==> src/rtl/mc_cpu_pkg.sv <==
// Shared definitions for the multi-cycle core: opcodes, FSM states and
// instruction-register field positions expressed as functions of RW.
package mc_cpu_pkg;

    localparam logic [1:0] OPC_ADD = 2'b00;
    localparam logic [1:0] OPC_SUB = 2'b01;
    localparam logic [1:0] OPC_LD  = 2'b10;
    localparam logic [1:0] OPC_STB = 2'b11;   // ST when imm=0, BNZ when imm=1

    typedef enum logic [2:0] {
        S_IF  = 3'd0,
        S_ID  = 3'd1,
        S_EX  = 3'd2,
        S_MEM = 3'd3,
        S_WB  = 3'd4
    } state_t;

    // Instruction layout, MSB first: {opc[1:0], imm, ra, rb, rd}; rd sits at bit 0.
    function automatic int rb_lsb(input int rw);
        return rw;
    endfunction

    function automatic int ra_lsb(input int rw);
        return 2 * rw;
    endfunction

    function automatic int imm_pos(input int rw);
        return 3 * rw;
    endfunction

    function automatic int opc_lsb(input int rw);
        return 3 * rw + 1;
    endfunction

endpackage

==> src/rtl/mc_cpu_param_regfile.sv <==
// Register file: NREG x N bits, two combinational read ports, one
// synchronous write port, cleared asynchronously by reset_n.
module regfile_param #(
    parameter  int N    = 8,
    parameter  int NREG = 4,
    localparam int RW   = $clog2(NREG)
) (
    input  logic          clk,
    input  logic          reset_n,
    input  logic [RW-1:0] raddr_a,
    input  logic [RW-1:0] raddr_b,
    output logic [N-1:0]  rdata_a,
    output logic [N-1:0]  rdata_b,
    input  logic          wen,
    input  logic [RW-1:0] waddr,
    input  logic [N-1:0]  wdata
);

    logic [N-1:0] regs [NREG];

    assign rdata_a = regs[raddr_a];
    assign rdata_b = regs[raddr_b];

    // Storage: cleared on reset, written on wen.
    // NOTE: non-blocking (<=) in clocked blocks so every register samples pre-edge values.
    always_ff @(posedge clk or negedge reset_n) begin
        if (!reset_n) begin
            // NOTE: the architectural state must be all-zero after reset, so this small
            // array is built from resettable flops rather than a RAM macro.
            for (int i = 0; i < NREG; i++) begin
                regs[i] <= '0;
            end
        end else if (wen) begin
            regs[waddr] <= wdata;
        end
    end

endmodule

==> src/rtl/mc_cpu_param.sv <==
// Multi-cycle core: IF/ID/EX/MEM/WB sequencing, ADD/SUB/LD/ST/BNZ,
// ack-based load/store handshakes. All outputs are registered.
module mc_cpu_param
    import mc_cpu_pkg::*;
#(
    parameter  int N    = 8,
    parameter  int NREG = 4,
    localparam int RW   = $clog2(NREG),
    localparam int IW   = 3 + 3 * RW
) (
    input  logic          clk,
    input  logic          reset_n,
    output logic [N-1:0]  pc,
    input  logic [IW-1:0] instr_data,
    output logic [N-1:0]  ld_addr,
    output logic          ld_req,
    input  logic [N-1:0]  ld_data,
    input  logic          ld_ack,
    output logic [N-1:0]  st_addr,
    output logic [N-1:0]  st_data,
    output logic          st_en,
    input  logic          st_ack
);

    state_t        state_q, state_d;
    logic [IW-1:0] ir;
    logic [N-1:0]  a_q, b_q, opb_q, res_q;
    logic [N-1:0]  rd_a, rd_b;

    // Instruction fields decoded from the latched instruction.
    logic [1:0]    opc;
    logic          imm;
    logic [RW-1:0] ra_f, rb_f, rd_f;
    logic [N-1:0]  imm_zext, br_off;

    assign opc      = ir[opc_lsb(RW) +: 2];
    assign imm      = ir[imm_pos(RW)];
    assign ra_f     = ir[ra_lsb(RW) +: RW];
    assign rb_f     = ir[rb_lsb(RW) +: RW];
    assign rd_f     = ir[RW-1:0];
    assign imm_zext = {{(N-RW){1'b0}}, rb_f};
    assign br_off   = {{(N-2*RW){ir[2*RW-1]}}, ir[2*RW-1:0]};

    // Control strobes derived from the current state.
    logic fetch, decode, exec, ld_done, st_done, rf_we;

    regfile_param #(.N(N), .NREG(NREG)) u_rf (
        .clk     (clk),
        .reset_n (reset_n),
        .raddr_a (ra_f),
        .raddr_b (rb_f),
        .rdata_a (rd_a),
        .rdata_b (rd_b),
        .wen     (rf_we),
        .waddr   (rd_f),
        .wdata   (res_q)
    );

    // State register.
    always_ff @(posedge clk or negedge reset_n) begin
        if (!reset_n) state_q <= S_IF;
        else          state_q <= state_d;
    end

    // Next-state logic; unused encodings fall back to IF.
    // NOTE: state_d gets a default before the case so no path leaves it unassigned (no latch).
    always_comb begin
        state_d = S_IF;
        case (state_q)
            S_IF: state_d = S_ID;
            S_ID: state_d = S_EX;
            S_EX: begin
                case (opc)
                    OPC_ADD, OPC_SUB: state_d = S_WB;
                    OPC_LD:           state_d = S_MEM;
                    OPC_STB:          state_d = imm ? S_IF : S_MEM;
                endcase
            end
            S_MEM: begin
                if (opc == OPC_LD) state_d = ld_ack ? S_WB : S_MEM;
                else               state_d = st_ack ? S_IF : S_MEM;
            end
            S_WB:    state_d = S_IF;
            default: state_d = S_IF;
        endcase
    end

    // Per-state control strobes; acks only count in MEM and for the matching access type.
    always_comb begin
        fetch   = (state_q == S_IF);
        decode  = (state_q == S_ID);
        exec    = (state_q == S_EX);
        ld_done = (state_q == S_MEM) && (opc == OPC_LD) && ld_ack;
        st_done = (state_q == S_MEM) && (opc != OPC_LD) && st_ack;
        rf_we   = (state_q == S_WB);
    end

    // Datapath and registered bus outputs.
    always_ff @(posedge clk or negedge reset_n) begin
        if (!reset_n) begin
            pc      <= '0;
            ir      <= '0;
            a_q     <= '0;
            b_q     <= '0;
            opb_q   <= '0;
            res_q   <= '0;
            ld_addr <= '0;
            ld_req  <= 1'b0;
            st_addr <= '0;
            st_data <= '0;
            st_en   <= 1'b0;
        end else begin
            if (fetch) begin
                ir <= instr_data;
                pc <= pc + N'(1);
            end
            if (decode) begin
                a_q   <= rd_a;
                b_q   <= rd_b;
                opb_q <= imm ? imm_zext : rd_b;
            end
            if (exec) begin
                case (opc)
                    OPC_ADD: res_q <= a_q + opb_q;
                    OPC_SUB: res_q <= a_q - opb_q;
                    OPC_LD: begin
                        ld_addr <= a_q + opb_q;
                        ld_req  <= 1'b1;
                    end
                    OPC_STB: begin
                        if (!imm) begin
                            st_addr <= a_q;
                            st_data <= b_q;
                            st_en   <= 1'b1;
                        end else if (a_q != '0) begin
                            // pc already points past the branch.
                            pc <= pc + br_off;
                        end
                    end
                endcase
            end
            if (ld_done) begin
                res_q  <= ld_data;
                ld_req <= 1'b0;
            end
            if (st_done) begin
                st_en <= 1'b0;
            end
        end
    end

endmodule

==> config.mk <==
export PLATFORM = sky130hd
export DESIGN_NAME = mc_cpu_param
export DESIGN_NICKNAME = d
export VERILOG_FILES = /design/src/rtl/mc_cpu_pkg.sv /design/src/rtl/mc_cpu_param_regfile.sv /design/src/rtl/mc_cpu_param.sv
export SDC_FILE = /design/constraint.sdc
export NUM_CORES = 1
export LEC_CHECK = 0
export CAP_MARGIN = 5
export CORE_ASPECT_RATIO = 1.1
export CORE_UTILIZATION = 30
export DETAILED_ROUTE_END_ITERATION = 7
export PLACE_DENSITY = 0.57
export SLEW_MARGIN = 20
export SYNTH_ARGS = -nofsm -noshare
export SYNTH_HDL_FRONTEND = slang
export SYNTH_HIERARCHICAL = 1
export SYNTH_SLANG_ARGS = --single-unit
==> constraint.sdc <==
create_clock -name clk -period 2.75 [get_ports clk]
set_input_delay 0.4125 -clock clk [delete_from_list [all_inputs] [get_ports clk]]
set_output_delay 0.4125 -clock clk [all_outputs]
set_load 0.1 [all_outputs]
# Word level (Yosys, flattened, before mapping)
# Index checks and enable logic that the tools add are counted.
dict set report totals {
  word_cells 87
  output_inout_bits 34
  romBits 0
  latch_bits 0
  reg_bits 110
  mem_bits_rw 0
  memories 0
}
dict set report classes {
  addsub 4
  order_cmp 4
  muxes 31
  n_reduce_logical 19
  n_mul 0
  shifts 0
  n_bitwise 4
  div 0
  eq_ne 9
}
# op count
set op_table {}
lappend op_table {{two-way mux 8 bit} 13}
lappend op_table {{binary-select mux 8 bit (select 2 bit)} 2}
lappend op_table {{bitwise mux 32 bit} 1}
lappend op_table {{adder 8 bit} 2}
lappend op_table {{demux 8 bit (select 2 bit)} 1}
lappend op_table {{case mux 8 bit (2 select lines)} 1}
lappend op_table {{case mux 3 bit (4 select lines)} 1}
lappend op_table {{>= comparator 3 bit (second input constant)} 3}
lappend op_table {{NOT 2 -> 3 bit} 3}
lappend op_table {{case mux 3 bit (3 select lines)} 1}
lappend op_table {{adder 8 x 1 -> 8 bit (second input constant)} 1}
lappend op_table {{nonzero test 2 bit} 4}
lappend op_table {{nonzero test 8 bit} 1}
lappend op_table {{subtractor 8 bit} 1}
lappend op_table {{two-way mux 1 bit} 7}
lappend op_table {{equality test 3 x 2 -> 1 bit (second input constant)} 2}
lappend op_table {{two-way mux 3 bit} 2}
lappend op_table {{AND reduction 2 bit} 3}
lappend op_table {{AND reduction 3 bit} 2}
lappend op_table {{logical AND 1 bit} 5}
lappend op_table {{equality test 2 bit (second input constant)} 2}
lappend op_table {{two-way mux 2 bit} 2}
lappend op_table {{equality test 3 x 1 -> 1 bit (second input constant)} 1}
lappend op_table {{equality test 3 bit (second input constant)} 1}
lappend op_table {{9 further kinds} 9}

# Longest topological paths before layout
dict set report depth {
  word_depth 6
  mapped_depth 9
}

# By module
# Netlist, hierarchy kept.
# mod seq_area_each_um2 instances area_per_inst_um2 cells_each
set by_module_without_submodules {}
lappend by_module_without_submodules {mc_cpu_param 1951.9 1 4164.0 398}
lappend by_module_without_submodules {regfile_param 800.8 1 1590.3 88}

# Worst setup path after synthesis
# No wires, ideal clock.
dict set report synth_timing {
  path_type {flip-flop to flip-flop}
  start {reg pc[1]}
  end {reg pc[7]}
  n_path_buf 0
  required_time_ns 2.592
  arrival_ns 2.275
  path_slack_ns 0.317
  setup_ns 0.158
  stages_incl_launch_ff 8
  synth_period_minus_slack_ns 2.433
  path_cell_list {dfrtp_1 ha_1 a211oi_1 o21ai_0 a31oi_1 xnor2_1 a32oi_1 xnor2_1}
}
dict set report synth_via {
  elab_chain_cells 6
  word_cells_on_any_way 7
  cone_classes {add/sub: 2; mux: 5}
}
# element line
set synth_rtl {}
lappend synth_rtl {{start: declaration} mc_cpu_param.sv:13} ;# output logic [N-1:0] pc,
lappend synth_rtl {{start signal: assignment} mc_cpu_param.sv:115} ;# pc <= pc + N'(1);
lappend synth_rtl {{start signal: assignment} mc_cpu_param.sv:137} ;# pc <= pc + br_off;
lappend synth_rtl {{adder 8 x 1 -> 8 bit} mc_cpu_param.sv:115}
lappend synth_rtl {{two-way mux 8 bit} mc_cpu_param.sv:113} ;# if (fetch) begin
lappend synth_rtl {{two-way mux 8 bit} mc_cpu_param.sv:135} ;# end else if (a_q != '0) begin
lappend synth_rtl {{two-way mux 8 bit} mc_cpu_param.sv:131} ;# if (!imm) begin
lappend synth_rtl {{two-way mux 8 bit} mc_cpu_param.sv:123} ;# case (opc)
lappend synth_rtl {{two-way mux 8 bit (*)} mc_cpu_param.sv:122} ;# if (exec) begin
# Every way passes the cells marked *; elsewhere a longest branch is shown, timed or not.
# A chain may end at the register's enable or synchronous reset.

# Worst setup path after layout
dict set report layout_timing {
  start {reg a_q[2]}
  end {reg res_q[6]}
}
dict set report layout_via {
  elab_chain_cells 4
  word_cells_on_any_way 5
  cone_classes {add/sub: 2; mux: 3}
}
# element line
set layout_rtl {}
lappend layout_rtl {{start: declaration} mc_cpu_param.sv:27} ;# logic [N-1:0] a_q, b_q, opb_q, res_q;
lappend layout_rtl {{start signal: assignment} mc_cpu_param.sv:118} ;# a_q <= rd_a;
lappend layout_rtl {{subtractor 8 bit or adder 8 bit (tied branches)} {mc_cpu_param.sv:125, mc_cpu_param.sv:124}}
lappend layout_rtl {{case mux 8 bit (2 select lines) (*)} mc_cpu_param.sv:123}
lappend layout_rtl {{two-way mux 8 bit (*)} mc_cpu_param.sv:122}
lappend layout_rtl {{two-way mux 8 bit (*)} mc_cpu_param.sv:142} ;# if (ld_done) begin
lappend layout_rtl {{end signal: assignment} mc_cpu_param.sv:124} ;# OPC_ADD: res_q <= a_q + opb_q;
lappend layout_rtl {{end signal: assignment} mc_cpu_param.sv:125} ;# OPC_SUB: res_q <= a_q - opb_q;
lappend layout_rtl {{end signal: assignment} mc_cpu_param.sv:143} ;# res_q <= ld_data;
lappend layout_rtl {{end: declaration} mc_cpu_param.sv:27}
# Every way passes the cells marked *; elsewhere a longest branch is shown, timed or not. The select of a mux whose other input is x is not followed.

==> results.cfg <==
[timing]
final_max_slew_viol_count = 0
timing.hold.ws_ns = 0.0345
setup_violations = 0
finalClockSkew_ns = 0.0137
slew_headroom = 0.380
post-route-min-period_ns = 2.18
hold_viol_final = 0
finalCritPeriodShare = 0.792
rsz0062_at_grt = false
worst_slew_pin_slew_ns = 0.930
max_freq_ghz = 0.459
finalSetupTns_ns = 0

[worst_setup_path]
worstPathCellList = ha_1 -> nand2b_1 -> a22o_1 -> o31ai_1 -> xor2_1 -> a31oi_1 -> a22o_1
slowest_delay_ns = 0.43
crit_arrival_ns = 2.42
end_kind = flip-flop
criticalPathCategory = flip-flop to flip-flop
path_common_cell = a22o_1
worst_path_max_delay_cell = dfrtp_1
setup.worst_path.start_class = flip-flop
cp_max_fo = 7
required_ns = 2.99
critPathTopFamily = compound AO/OA/AOI/OAI gates
cp_num_buf_inv = 0

[global_routing]
grt_max_degree = 45
grt_overflow = 0
grt_pass1_wl_microns = 22500
track_usage = 0.149
grt_pass1_vias = 4109
antenna_found_initial = 0

[synth]
yosys.area.top_type = dfrtp_1
async_flop_share = 1.00
ys_seq_area_frac = 0.478
synthMuxAreaShare = 0.213
yosys_warnings = 6
synthAdderAreaFrac = 0.0583
syn-num-nets = 532
syn_area_per_cell_sq_um = 11.8
ys.flop_type = dfrtp_1
yosys-top-cells-area = dfrtp_1 (48%), mux2_2 (13%), mux4_2 (6.3%)
ys_types = 51
synth_top_area_share = 0.478
synth-simple-area-share = 0.0952
ys_ff_latch = 110
netlist_area_sq_um = 5750
synth-edff-count = 0
synth_compound_area_frac = 0.0815
synth_xor_xnor_area_share = 0.0396
synth_top_family_by_area = multiplexers
syn-instance-count = 486

[finish]
synthToLayoutAreaGrowth_pct = 17.6
post-route-util = 0.364
final_cell_mix = dfrtp_1 (110), mux2_2 (64), buf_4 (44)
nFillCells = 1865
antenna_cells = 0
layout_commonest_cell = dfrtp_1
nets = 584
multiInputGateArea_sq_um = 2810
seqCellArea_sq_um = 2750
drive_gt1_frac = 0.278

[die]
io_pins = 55
dieArea_sq_um = 19700
die_y_microns = 147
row_count = 52
core_area_sq_um = 18600
initial_core_util = 0.309
die_w_microns = 134

[worst_hold_path]
hp-class = input port to asynchronous set/reset pin

[cts]
clkTransAtPathRegs_ns = 0.08
cts_made_buffers = 9
cts_hold_buf = 0
root_buffer = clkbuf_16
clock_latency_ns = 0.36
ctsResizeCount = 0
cts-htree-levels = 3
cts.sink_count = 110
cts_tree = done
cts.path.max_buffers = 2
post-cts-setup-buffer-count = 0

[run]
cap_violations = 0

[route]
wl_microns = 13800
vias = 3865
drt-pass1-iter-count = 4
drt-wirelength-per-cell_microns = 17.5
avgViaCountPerCell = 4.92
first_iter_violations = 219
antenna_left = 0
drcViolationCount = 0

[place]
hpwl_microns = 10400
gp_congestion = 0.845
io_buffers = 54

[status]
status = finished, final reports clean
routing by layer:
metal | track usage | vias up | wire [microns]
li1 | - | 1834 | -
met1 | 0.187 | 1961 | 6170
met2 | 0.258 | 57 | 7090
met3 | 0.0245 | 13 | 328
met4 | 0.0539 | 0 | 201
met5 | 0 | - | 0
cell type report:
type / instances / area share
clock inverter: 5 / 0.00592
timing repair buffer: 64 / 0.0799
sequential: 110 / 0.407
multi-input combinational: 332 / 0.415
inverter: 21 / 0.0117
clock buffer: 11 / 0.0359
tap: 243 / 0.0449
worst reg2reg max path, stage by stage (launching register included):
cell and delay (ns):
dfrtp_1 0.43, ha_1 0.42, nand2b_1 0.19, a22o_1 0.22, o31ai_1 0.25, xor2_1 0.24, a31oi_1 0.13, a22o_1 0.20
final timing paths:
check / slack, ns / from / to / cells past startpoint
setup reg to reg: 0.57 / a_q[2]$_DFFE_PN0P_ / res_q[6]$_DFFE_PN0P_ / 7
min in group clk: 0.48 / pc[7]$_DFF_PN0_ / pc[7]$_DFF_PN0_ / 1
hold reg to reg: 0.48 / pc[7]$_DFF_PN0_ / pc[7]$_DFF_PN0_ / 1
max in group asynchronous: 1.95 / reset_n / ld_addr[1]$_DFFE_PN0P_ / 2
setup / recovery: 0.57 / a_q[2]$_DFFE_PN0P_ / res_q[6]$_DFFE_PN0P_ / 7
hold / removal: 0.03 / reset_n / pc[3]$_DFF_PN0_ / 1
cell families after synthesis:
kind of cell    Yosys count
compound gates           80
buf+inv                  44
flops                   110
fa+ha+maj                25
mux                      92
xor+xnor                 26
simple gates            109
synth_stat cells, drive strengths merged (3+ instances only):
master,instances
a21oi,20
clkbuf,7
fa,3
xnor2,16
mux2,69
inv,21
ha,22
nand2,41
o21ai,34
xor2,10
nor3,4
nor2,25
a31oi,5
mux2i,7
nand2b,12
a211oi,3
buf,16
nand3b,5
mux4,16
a21o,3
and3,3
nand3,8
o221ai,3
dfrtp,110
registers in the layout, indices dropped and copies added, names as in the netlist:
signal,cells
a_q,8
b_q,8
ir,9
ld_addr,8
ld_req,1
opb_q,8
pc,8
res_q,8
st_addr,8
st_data,8
st_en,1
state_q,3
u_rf/regs,32
metrics by stage:
| step | instances | setup slack, ns | cell area, sq um |
|---|---|---|---|
| after floorplan | 486 | 0.317 | 5750 |
| after global placement | 770 | 0.655 | 6480 |
| after detailed placement | 770 | 0.591 | 6480 |
| after CTS | 786 | 0.587 | 6770 |
| after global routing | 786 | 0.464 | 6770 |
| final | 786 | 0.572 | 6770 |
Power is not shown: default switching activity piles up to over one toggle a cycle in this logic, so the estimate is an artifact.
